**src/rtl/cache_req_arbiter_if.sv**
```systemverilog
// Two-port request bundle plus cache-controller side of the cache request arbiter.
// Latency: n/a (signal grouping only).
// Backpressure: requesters hold reqN_valid with payload until reqN_ready.
//
// Ports (signals grouped here):
//   reqN_valid/type/addr/wdata   requester -> arbiter  (N = 0,1)
//   reqN_ready/done/rdata        arbiter -> requester
//   c_req_valid/type/addr/wdata  arbiter -> cache controller
//   c_done_cache/c_rdata         cache controller -> arbiter
//   busy/grant_id                arbiter status
// Modports: slave = arbiter side, master = requester/controller side.
interface cache_req_arbiter_if #(
   parameter int ADDR_W = 32,
   parameter int DATA_W = 32
);
   logic              req0_valid;
   logic              req0_type;
   logic [ADDR_W-1:0] req0_addr;
   logic [DATA_W-1:0] req0_wdata;
   logic              req0_ready;
   logic              req0_done;
   logic [DATA_W-1:0] req0_rdata;

   logic              req1_valid;
   logic              req1_type;
   logic [ADDR_W-1:0] req1_addr;
   logic [DATA_W-1:0] req1_wdata;
   logic              req1_ready;
   logic              req1_done;
   logic [DATA_W-1:0] req1_rdata;

   logic              c_req_valid;
   logic              c_req_type;
   logic [ADDR_W-1:0] c_addr;
   logic [DATA_W-1:0] c_wdata;
   logic              c_done_cache;
   logic [DATA_W-1:0] c_rdata;

   logic              busy;
   logic              grant_id;

   modport slave (
      input  req0_valid, req0_type, req0_addr, req0_wdata,
      input  req1_valid, req1_type, req1_addr, req1_wdata,
      input  c_done_cache, c_rdata,
      output req0_ready, req0_done, req0_rdata,
      output req1_ready, req1_done, req1_rdata,
      output c_req_valid, c_req_type, c_addr, c_wdata,
      output busy, grant_id
   );

   modport master (
      output req0_valid, req0_type, req0_addr, req0_wdata,
      output req1_valid, req1_type, req1_addr, req1_wdata,
      output c_done_cache, c_rdata,
      input  req0_ready, req0_done, req0_rdata,
      input  req1_ready, req1_done, req1_rdata,
      input  c_req_valid, c_req_type, c_addr, c_wdata,
      input  busy, grant_id
   );
endinterface

```
**src/rtl/cache_req_arbiter.sv**
```systemverilog
// Arbitrates two requesters onto a single-outstanding cache controller port.
// Latency: accept edge -> >=1 ISSUE cycle -> 1-cycle done pulse (min 3 cycles).
// Backpressure: one transaction at a time; new requests wait (ready low) until IDLE.
//
// Ports: clk, rst (async active-high), bus (cache_req_arbiter_if.slave).
// Optional macro ARB_ROUND_ROBIN_EN: ties go to the port not granted last;
// when undefined, port 0 always wins a tie.
module cache_req_arbiter #(
   parameter int ADDR_W = 32,
   parameter int DATA_W = 32
) (
   input  logic                  clk,
   input  logic                  rst,
   cache_req_arbiter_if.slave    bus
);

   typedef enum logic [1:0] {ST_IDLE, ST_ISSUE, ST_RESP} state_t;

   state_t            state_q, state_d;
   logic              grant_id_q, grant_id_d;
   logic              c_req_valid_q, c_req_valid_d;
   logic              c_req_type_q, c_req_type_d;
   logic [ADDR_W-1:0] c_addr_q, c_addr_d;
   logic [DATA_W-1:0] c_wdata_q, c_wdata_d;
   logic [DATA_W-1:0] rdata0_q, rdata0_d;
   logic [DATA_W-1:0] rdata1_q, rdata1_d;
   logic              ready0, ready1;
   logic              any_valid;
   logic              winner;

`ifdef ARB_ROUND_ROBIN_EN
   logic              last_grant_q, last_grant_d;
`endif

   assign any_valid = bus.req0_valid | bus.req1_valid;

   // Winner is only meaningful while any_valid; a lone requester always wins.
   always_comb begin
`ifdef ARB_ROUND_ROBIN_EN
      if (bus.req0_valid && bus.req1_valid) begin
         winner = ~last_grant_q;
      end else begin
         winner = ~bus.req0_valid;
      end
`else
      winner = ~bus.req0_valid;
`endif
   end

   always_comb begin
      state_d       = state_q;
      grant_id_d    = grant_id_q;
      c_req_valid_d = c_req_valid_q;
      c_req_type_d  = c_req_type_q;
      c_addr_d      = c_addr_q;
      c_wdata_d     = c_wdata_q;
      rdata0_d      = rdata0_q;
      rdata1_d      = rdata1_q;
      ready0        = 1'b0;
      ready1        = 1'b0;
`ifdef ARB_ROUND_ROBIN_EN
      last_grant_d  = last_grant_q;
`endif
      case (state_q)
         ST_IDLE: begin
            if (any_valid) begin
               ready0        = ~winner;
               ready1        = winner;
               grant_id_d    = winner;
               c_req_valid_d = 1'b1;
               if (winner) begin
                  c_req_type_d = bus.req1_type;
                  c_addr_d     = bus.req1_addr;
                  c_wdata_d    = bus.req1_wdata;
               end else begin
                  c_req_type_d = bus.req0_type;
                  c_addr_d     = bus.req0_addr;
                  c_wdata_d    = bus.req0_wdata;
               end
`ifdef ARB_ROUND_ROBIN_EN
               last_grant_d = winner;
`endif
               state_d = ST_ISSUE;
            end
         end
         ST_ISSUE: begin
            // Read data is captured for writes too, so the port always
            // sees whatever the controller returned on its last done.
            if (bus.c_done_cache) begin
               c_req_valid_d = 1'b0;
               if (grant_id_q) begin
                  rdata1_d = bus.c_rdata;
               end else begin
                  rdata0_d = bus.c_rdata;
               end
               state_d = ST_RESP;
            end
         end
         ST_RESP: begin
            state_d = ST_IDLE;
         end
         default: begin
            state_d       = ST_IDLE;
            c_req_valid_d = 1'b0;
         end
      endcase
   end

   always_ff @(posedge clk or posedge rst) begin
      if (rst) begin
         state_q       <= ST_IDLE;
         grant_id_q    <= 1'b0;
         c_req_valid_q <= 1'b0;
         c_req_type_q  <= 1'b0;
         c_addr_q      <= '0;
         c_wdata_q     <= '0;
         rdata0_q      <= '0;
         rdata1_q      <= '0;
`ifdef ARB_ROUND_ROBIN_EN
         last_grant_q  <= 1'b1;
`endif
      end else begin
         state_q       <= state_d;
         grant_id_q    <= grant_id_d;
         c_req_valid_q <= c_req_valid_d;
         c_req_type_q  <= c_req_type_d;
         c_addr_q      <= c_addr_d;
         c_wdata_q     <= c_wdata_d;
         rdata0_q      <= rdata0_d;
         rdata1_q      <= rdata1_d;
`ifdef ARB_ROUND_ROBIN_EN
         last_grant_q  <= last_grant_d;
`endif
      end
   end

   assign bus.req0_ready  = ready0;
   assign bus.req1_ready  = ready1;
   assign bus.req0_done   = (state_q == ST_RESP) && !grant_id_q;
   assign bus.req1_done   = (state_q == ST_RESP) &&  grant_id_q;
   assign bus.req0_rdata  = rdata0_q;
   assign bus.req1_rdata  = rdata1_q;
   assign bus.c_req_valid = c_req_valid_q;
   assign bus.c_req_type  = c_req_type_q;
   assign bus.c_addr      = c_addr_q;
   assign bus.c_wdata     = c_wdata_q;
   assign bus.busy        = (state_q != ST_IDLE);
   assign bus.grant_id    = grant_id_q;

endmodule

```
**src/flat_wrapper.sv**
```systemverilog
// flat-port wrapper written by rule: the top's interface ports become plain ports
module cache_req_arbiter_flat 
#(
   parameter int ADDR_W = 32,
   parameter int DATA_W = 32
)
  (clk, rst, bus_req0_valid, bus_req0_type, bus_req0_addr, bus_req0_wdata, bus_req1_valid, bus_req1_type, bus_req1_addr, bus_req1_wdata, bus_c_done_cache, bus_c_rdata, bus_req0_ready, bus_req0_done, bus_req0_rdata, bus_req1_ready, bus_req1_done, bus_req1_rdata, bus_c_req_valid, bus_c_req_type, bus_c_addr, bus_c_wdata, bus_busy, bus_grant_id);
  cache_req_arbiter_if #(.ADDR_W(ADDR_W), .DATA_W(DATA_W)) bus_i ();
  input  logic clk;
  input  logic rst;
  input wire logic [$bits(bus_i.req0_valid)-1:0] bus_req0_valid;
  input wire logic [$bits(bus_i.req0_type)-1:0] bus_req0_type;
  input wire logic [$bits(bus_i.req0_addr)-1:0] bus_req0_addr;
  input wire logic [$bits(bus_i.req0_wdata)-1:0] bus_req0_wdata;
  input wire logic [$bits(bus_i.req1_valid)-1:0] bus_req1_valid;
  input wire logic [$bits(bus_i.req1_type)-1:0] bus_req1_type;
  input wire logic [$bits(bus_i.req1_addr)-1:0] bus_req1_addr;
  input wire logic [$bits(bus_i.req1_wdata)-1:0] bus_req1_wdata;
  input wire logic [$bits(bus_i.c_done_cache)-1:0] bus_c_done_cache;
  input wire logic [$bits(bus_i.c_rdata)-1:0] bus_c_rdata;
  output wire logic [$bits(bus_i.req0_ready)-1:0] bus_req0_ready;
  output wire logic [$bits(bus_i.req0_done)-1:0] bus_req0_done;
  output wire logic [$bits(bus_i.req0_rdata)-1:0] bus_req0_rdata;
  output wire logic [$bits(bus_i.req1_ready)-1:0] bus_req1_ready;
  output wire logic [$bits(bus_i.req1_done)-1:0] bus_req1_done;
  output wire logic [$bits(bus_i.req1_rdata)-1:0] bus_req1_rdata;
  output wire logic [$bits(bus_i.c_req_valid)-1:0] bus_c_req_valid;
  output wire logic [$bits(bus_i.c_req_type)-1:0] bus_c_req_type;
  output wire logic [$bits(bus_i.c_addr)-1:0] bus_c_addr;
  output wire logic [$bits(bus_i.c_wdata)-1:0] bus_c_wdata;
  output wire logic [$bits(bus_i.busy)-1:0] bus_busy;
  output wire logic [$bits(bus_i.grant_id)-1:0] bus_grant_id;
  assign bus_i.req0_valid = bus_req0_valid;
  assign bus_i.req0_type = bus_req0_type;
  assign bus_i.req0_addr = bus_req0_addr;
  assign bus_i.req0_wdata = bus_req0_wdata;
  assign bus_i.req1_valid = bus_req1_valid;
  assign bus_i.req1_type = bus_req1_type;
  assign bus_i.req1_addr = bus_req1_addr;
  assign bus_i.req1_wdata = bus_req1_wdata;
  assign bus_i.c_done_cache = bus_c_done_cache;
  assign bus_i.c_rdata = bus_c_rdata;
  assign bus_req0_ready = bus_i.req0_ready;
  assign bus_req0_done = bus_i.req0_done;
  assign bus_req0_rdata = bus_i.req0_rdata;
  assign bus_req1_ready = bus_i.req1_ready;
  assign bus_req1_done = bus_i.req1_done;
  assign bus_req1_rdata = bus_i.req1_rdata;
  assign bus_c_req_valid = bus_i.c_req_valid;
  assign bus_c_req_type = bus_i.c_req_type;
  assign bus_c_addr = bus_i.c_addr;
  assign bus_c_wdata = bus_i.c_wdata;
  assign bus_busy = bus_i.busy;
  assign bus_grant_id = bus_i.grant_id;
  cache_req_arbiter #(.ADDR_W(ADDR_W), .DATA_W(DATA_W)) u_core (.clk(clk), .rst(rst), .bus(bus_i));
endmodule
```
**config.mk**
```make
export PLATFORM = sky130hd
export DESIGN_NAME = cache_req_arbiter_flat
export DESIGN_NICKNAME = d
export VERILOG_FILES = /design/src/rtl/cache_req_arbiter_if.sv /design/src/rtl/cache_req_arbiter.sv /design/src/flat_wrapper.sv
export SDC_FILE = /design/constraint.sdc
export NUM_CORES = 1
export LEC_CHECK = 0
export CAP_MARGIN = 20
export CORE_AREA = 2 2 157 159
export CTS_CLUSTER_DIAMETER = 100
export CTS_CLUSTER_SIZE = 30
export DETAILED_ROUTE_END_ITERATION = 12
export DIE_AREA = 0 0 159 161
export DONT_BUFFER_PORTS = 1
export PLACE_DENSITY = 0.48
export SYNTH_ARGS = -nofsm -noshare
export SYNTH_HDL_FRONTEND = slang
export SYNTH_SLANG_ARGS = --single-unit
```
**constraint.sdc**
```tcl
create_clock -name clk -period 8.21 [get_ports clk]
set_input_delay 1.642 -clock clk [delete_from_list [all_inputs] [get_ports clk]]
set_output_delay 1.642 -clock clk [all_outputs]
set_load 0.1 [all_outputs]
```
==> key figures, run 1 <==
Critical path
  • Category of the worst setup path launch point: input pin
  • Highest cell delay on the worst timing path: 0.88 ns
  • Number of cells on the worst reg-to-reg path: 4
  • Crit-path leading delay family: simple AND/OR/NAND/NOR gates
  • Worst EP arrival: 2.58 ns
  • Register-to-Register Setup Slack: 6.02 ns
  • Critical R2R Capture: u_core.bus.c_addr[21]
  • Nature of the critical path endpoint: output pin
  • Standard cell with the maximum stage delay on the critical path: sky130_fd_sc_hd__nor2_2
  • Critical Path Fanout Max: 4
  • Category of the critical setup timing path: input pin to output pin
  • Reg-to-reg startpoint: u_core.state_q[0]
  • Count of buffer and inverter cells on the critical path: 0
  • Critical Path RT: 6.57 ns
  • Cells traversed along the worst timing path: nand2_1 > nor2_2

STA
  • Slew @ Worst Pin: 1.17 ns
  • Final period demand of the worst path: 4.22 ns
  • Final critical-path share of the clock period: 51.4%
  • Total negative slack: 0 ns
  • Maximum frequency from static timing analysis: 237 MHz
  • Final Skew: 0.00907 ns
  • Unrepaired setup endpoints after global routing: false
  • Tightest slew margin relative to the limit: 22.2%
  • Final count of hold timing violations: 0
  • Setup-failing EPs final: 0
  • Worst hold slack: 0.653 ns
  • Final worst setup slack: 3.99 ns
  • Final-report max-slew violation count: 0

Yosys
  • Cells after Synth: 369
  • Post-Syn Nets: 536
  • Fraction of the yosys area taken by sequential cells: 56.5%
  • Post-Syn Area: 5890 um^2
  • #FFs+latches synth: 133
  • Average size of a mapped cell: 16.0 um^2
  • Most used DFF post-synth: sky130_fd_sc_hd__dfrtp_1
  • Post-synth EDFFs: 0
  • YS warnings: 0
  • Cell type with the highest aggregate area in the netlist: sky130_fd_sc_hd__dfrtp_1
  • Count leader, synth: sky130_fd_sc_hd__mux2_2
  • Share of flip-flops with an asynchronous set or reset: 100%
  • Most frequent cells after synthesis: sky130_fd_sc_hd__mux2_2 (181), sky130_fd_sc_hd__dfrtp_1 (133), sky130_fd_sc_hd__mux2_4 (13)
  • Top cells by area in the synthesized netlist: sky130_fd_sc_hd__dfrtp_1 (57%), sky130_fd_sc_hd__mux2_2 (35%), sky130_fd_sc_hd__mux2_4 (3.3%)
  • Number of distinct library cell variants in the gate-level netlist after synthesis: 19
  • Share of the synthesized area in the top cell type: 56.5%

Clocking
  • Number of hold-repair buffers added at the cts stage: 0
  • CTS tree: yes
  • Clk sinks: 133
  • Clock-pin slew of the registers on the worst-case setup and hold paths: 0.07 ns
  • Total number of H-tree levels: 4
  • Total of cells resized after clock tree synthesis: 0
  • Worst-case clock buffer depth: 2
  • Cell chosen for the clock root: sky130_fd_sc_hd__clkbuf_16
  • Number of buffers added for setup after CTS: 0
  • Number of buffers created by CTS: 17
  • Clock latency of the later-clocked register in the worst-skew pair: 0.41 ns

Placed design
  • Placer Congestion: 0.687
  • Number of port buffers: 0
  • Worst slack at placement: 3.96 ns
  • HPWL after DPL: 9240 um
  • Placed Instances: 675

Hold path
  • Kind of path behind the tightest hold check: flop to flop
  • Sink of the worst hold path: u_core.bus.c_req_valid
  • Worst hold path cell count: 3
  • Worst min-delay path startpoint: u_core.state_q[1]

Detailed routing
  • Antenna Violating Nets Remaining: 0
  • Wire length reported by the detailed router: 13000 um
  • Total number of vias: 3016
  • Detailed-router iteration count before antenna repair: 3
  • Iteration-0 DRC count of the detailed router: 66
  • DRC violations left: 0
  • DR WL/cell: 18.4 um
  • Via-to-Cell Ratio: 4.26

GRT
  • First-pass GRT wire length: 20200 um
  • Largest net degree at the start of global routing: 85
  • Number of antenna violations at the first check in global routing: 0
  • Remaining Overflow, GRT: 0
  • Vias in the first global route: 3449
  • GRT Overall Usage: 10.2%

Floorplanning
  • Number of placement rows: 57
  • Area of the die: 25600 um^2
  • Overall die width: 159 um
  • DIE HEIGHT: 161 um
  • Ports placed on the boundary: 303
  • Core area: 24000 um^2
  • Initial cell density of the core: 24.6%

Cells and area
  • Antenna diode count: 0
  • Final Non-Filler Cells: 708
  • Proportion of layout cells with a drive suffix above 1: 61.5%
  • Area Overhead vs Synth: 14.6%
  • # nets final: 538

Status
  • Status: finished, final reports clean

Flow run
  • Max capacitance violation total: 0
[how the worst max path moves through the flow]
stage	from	end	slack, ns	depth (start not counted)
6_report	bus_req1_valid	bus_req1_ready	3.99	2
3_3_place_gp	bus_req1_valid	bus_req1_ready	3.98	2
3_5_place_dp	bus_req1_valid	bus_req1_ready	3.96	2
4_1_cts	bus_req1_valid	bus_req1_ready	3.96	2
5_1_grt	bus_req1_valid	bus_req1_ready	3.97	2
2_1_floorplan	rst	u_core.bus.c_addr[0]	3.01	1
[placed cells by master (no fill, tap or decap), drive strengths merged]
| cell | instances |
|---|---|
| mux2 | 194 |
| and2 | 1 |
| nor2b | 1 |
| o21a | 1 |
| nand2b | 1 |
| nor3b | 1 |
| nand2 | 4 |
| o21ai | 3 |
| dfrtp | 133 |
| a21oi | 1 |
| clkinv | 4 |
| and3b | 2 |
| nor2 | 3 |
| inv | 13 |
| buf | 4 |
| clkbuf | 18 |
[area by class of cell]
type / count / area [um^2]
fill: 2460 / 17200
inverter: 2 / 12.5
timing repair buffer: 5 / 75.1
tap: 324 / 405
sequential: 133 / 3330
clock inverter: 15 / 153
clock buffer: 17 / 425
multi-input combinational: 212 / 2350
[sequential cells by signal, indices dropped and copies added, names as in the netlist]
register and flops:
u_core.bus.c_addr 32, u_core.bus.c_wdata 32, u_core.bus.req0_rdata 32, u_core.bus.req1_rdata 32, u_core.state_q 2, u_core.bus.c_req_type 1
u_core.bus.c_req_valid 1, u_core.bus.grant_id 1
[per-layer routing]
layer  vias up  track usage (%)  wire (um)
li1       1327                -          -
met1      1490             10.4       4650
met2       190             17.2       6470
met3         9             6.14       1750
met4         0             3.80        186
met5         -                0          0
[through the flow]
step / area, um^2 / utilization (%)
after floorplan: 5890 / -
after global placement: 6140 / 25.6
after detailed placement: 6140 / 25.6
after CTS: 6720 / 28.0
after global routing: 6750 / 28.2
final: 6750 / 28.2
[logic make-up (layout without fill, tap and decap cells)]
kind of cell | Yosys count | count (layout) | share of synthesized area (%)
AOI/OAI and AO/OA | 5 | 5 | 0.467
muxes | 194 | 194 | 37.9
buffers and inverters | 24 | 39 | 3.87
and+or+nand+nor | 13 | 13 | 1.19
DFF | 133 | 133 | 56.5
Power of run 1 is not shown: default switching activity piles up to over one toggle a cycle in this logic, so the estimate is an artifact.
==> run 2: changes to the inputs <==
Settings changed: PLACE_DENSITY 0.48 to 0.49.
Clock period 8.21 ns to 3.57 ns, I/O delays scaled along.
==> run 2 against run 1 <==
Register-to-register slack lost 4.8 ns; critical path depth rose by 1; sequential share of layout area fell by 0.33 points; die area unchanged; first-iteration DRC count increased by 52%; cell area is 0.67% higher; global-route usage up 0.22 points; setup slack lost 2.9 ns; worst hold slack lost 0.29 ns; non-clock buffer count increased by 5; flip-flop and latch count stayed put.
==> key figures, run 2 (synthesis results as in run 1) <==
Status
  • Status: finished, final reports clean

Detailed routing
  • Total number of vias: 3038 (+0.73%)
  • DRC violations left: 0 (unchanged)
  • Iteration-0 DRC count of the detailed router: 100 (+52%)
  • Detailed-router iteration count before antenna repair: 2 (-1)
  • DR WL/cell: 18.4 um (-0.29%)
  • Via-to-Cell Ratio: 4.27 (+0.16%)
  • Antenna Violating Nets Remaining: 0 (unchanged)
  • Wire length reported by the detailed router: 13100 um (+0.28%)

Floorplanning
  • Overall die width: 159 um (unchanged)
  • Initial cell density of the core: 24.6% (unchanged)
  • Ports placed on the boundary: 303 (unchanged)
  • DIE HEIGHT: 161 um (unchanged)
  • Number of placement rows: 57 (unchanged)
  • Core area: 24000 um^2 (unchanged)
  • Area of the die: 25600 um^2 (unchanged)

STA
  • Maximum frequency from static timing analysis: 403 MHz
  • Unrepaired setup endpoints after global routing: false
  • Final critical-path share of the clock period: 69.6%
  • Total negative slack: 0 ns (unchanged)
  • Tightest slew margin relative to the limit: 34.6% (+12 points)
  • Setup-failing EPs final: 0 (unchanged)
  • Final-report max-slew violation count: 0 (unchanged)
  • Slew @ Worst Pin: 0.982 ns (-0.184 ns)
  • Final count of hold timing violations: 0 (unchanged)
  • Final period demand of the worst path: 2.48 ns
  • Final Skew: 0.00940 ns (+0.000325 ns)

GRT
  • First-pass GRT wire length: 20500 um (+1.6%)
  • Vias in the first global route: 3505 (+1.6%)
  • Remaining Overflow, GRT: 0 (unchanged)
  • Largest net degree at the start of global routing: 134 (+58%)
  • Number of antenna violations at the first check in global routing: 0 (unchanged)
  • GRT Overall Usage: 10.4% (+0.22 points)

Placed design
  • Placed Instances: 681 (+0.89%)
  • Number of port buffers: 0 (unchanged)
  • Placer Congestion: 0.691 (+0.68%)
  • HPWL after DPL: 9470 um (+2.5%)
  • Instance area at placement: 6200 um^2 (+0.94%)

Cells and area
  • Final design instance area without fill: 6790 um^2 (+0.67%)
  • Proportion of layout cells with a drive suffix above 1: 61.9% (+0.40 points)
  • # nets final: 543 (+0.93%)
  • Commonest cells after routing, fill and taps aside: sky130_fd_sc_hd__mux2_2 (181), sky130_fd_sc_hd__dfrtp_1 (133), sky130_fd_sc_hd__clkbuf_16 (17), sky130_fd_sc_hd__mux2_4 (13), sky130_fd_sc_hd__buf_4 (8)
  • Commonest non-fill, non-tap cell in the layout: sky130_fd_sc_hd__mux2_2
  • Final Non-Filler Cells: 712 (+0.56%)
  • Antenna diode count: 0 (unchanged)
  • Area Overhead vs Synth: 15.4%

Flow run
  • Max capacitance violation total: 0 (unchanged)

Clocking
  • Cell chosen for the clock root: sky130_fd_sc_hd__clkbuf_16
  • CTS tree: yes
  • Number of hold-repair buffers added at the cts stage: 0 (unchanged)
  • Clock latency of the later-clocked register in the worst-skew pair: 0.41 ns (about the same)
  • Number of buffers added for setup after CTS: 0 (unchanged)
  • Total number of H-tree levels: 4 (unchanged)
  • Worst-case clock buffer depth: 2 (unchanged)
  • Clock-pin slew of the registers on the worst-case setup and hold paths: 0.06 ns (about the same)
  • Number of buffers created by CTS: 17 (unchanged)
  • Total of cells resized after clock tree synthesis: 0 (unchanged)
  • Clk sinks: 133 (unchanged)

Hold path
  • Kind of path behind the tightest hold check: input pin to asynchronous set/reset pin

Critical path
  • Nature of the critical path endpoint: output pin
  • Critical Path RT: 2.86 ns (-3.71 ns)
  • Category of the worst setup path launch point: flop
  • Worst EP arrival: 1.77 ns (-0.81 ns)
  • Category of the critical setup timing path: flop to output pin
  • Critical Path Fanout Max: 6 (+2)
-- run 2: critical path, stage by stage (launching register included) --
cell and delay (ns):
sky130_fd_sc_hd__dfrtp_1 0.45, sky130_fd_sc_hd__nor2_1 0.37, sky130_fd_sc_hd__and2_1 0.23, sky130_fd_sc_hd__buf_4 0.31
-- run 2: path summary, 6_finish.rpt --
kind / to / cells past startpoint / slack, ns / from
min reg2reg: u_core.state_q[0] / 2 / 0.64 / u_core.state_q[1]
max in group asynchronous: u_core.bus.c_addr[7] / 2 / 2.68 / rst
max reg2reg: u_core.bus.c_addr[24] / 4 / 1.25 / u_core.state_q[0]
min in group clk: u_core.state_q[0] / 1 / 0.40 / bus_c_done_cache
max: bus_req0_ready / 3 / 1.09 / u_core.state_q[0]
min: u_core.bus.req0_rdata[0] / 2 / 0.37 / rst
-- run 2: final cells by class --
class	instances	area, um^2
clock buffers	17	425
clock inverters	14	168
fillers	2432	17200
inverters	2	11.3
multi-input cells	212	2350
flip-flops and latches	133	3330
well taps	324	405
repair buffers	10	100
-- run 2: metal layers --
layer	vias up	GRT usage (%)	wire (um)
met1	1500	10.5	4490
met5	-	0	0
met4	0	3.72	152
met2	195	18.0	6720
li1	1334	-	-
met3	9	6.03	1720
-- run 2: per-stage QoR --
stage	worst slack [ns]	utilization (%)	hold slack, ns
2_1_floorplan	0.429	-	0.562
3_3_place_gp	1.25	25.9	0.630
3_5_place_dp	1.22	25.9	0.638
4_1_cts	1.04	28.3	0.380
5_1_grt	0.957	28.3	0.369
6_report	1.09	28.3	0.366
Power of run 2 is left out for the same reason.
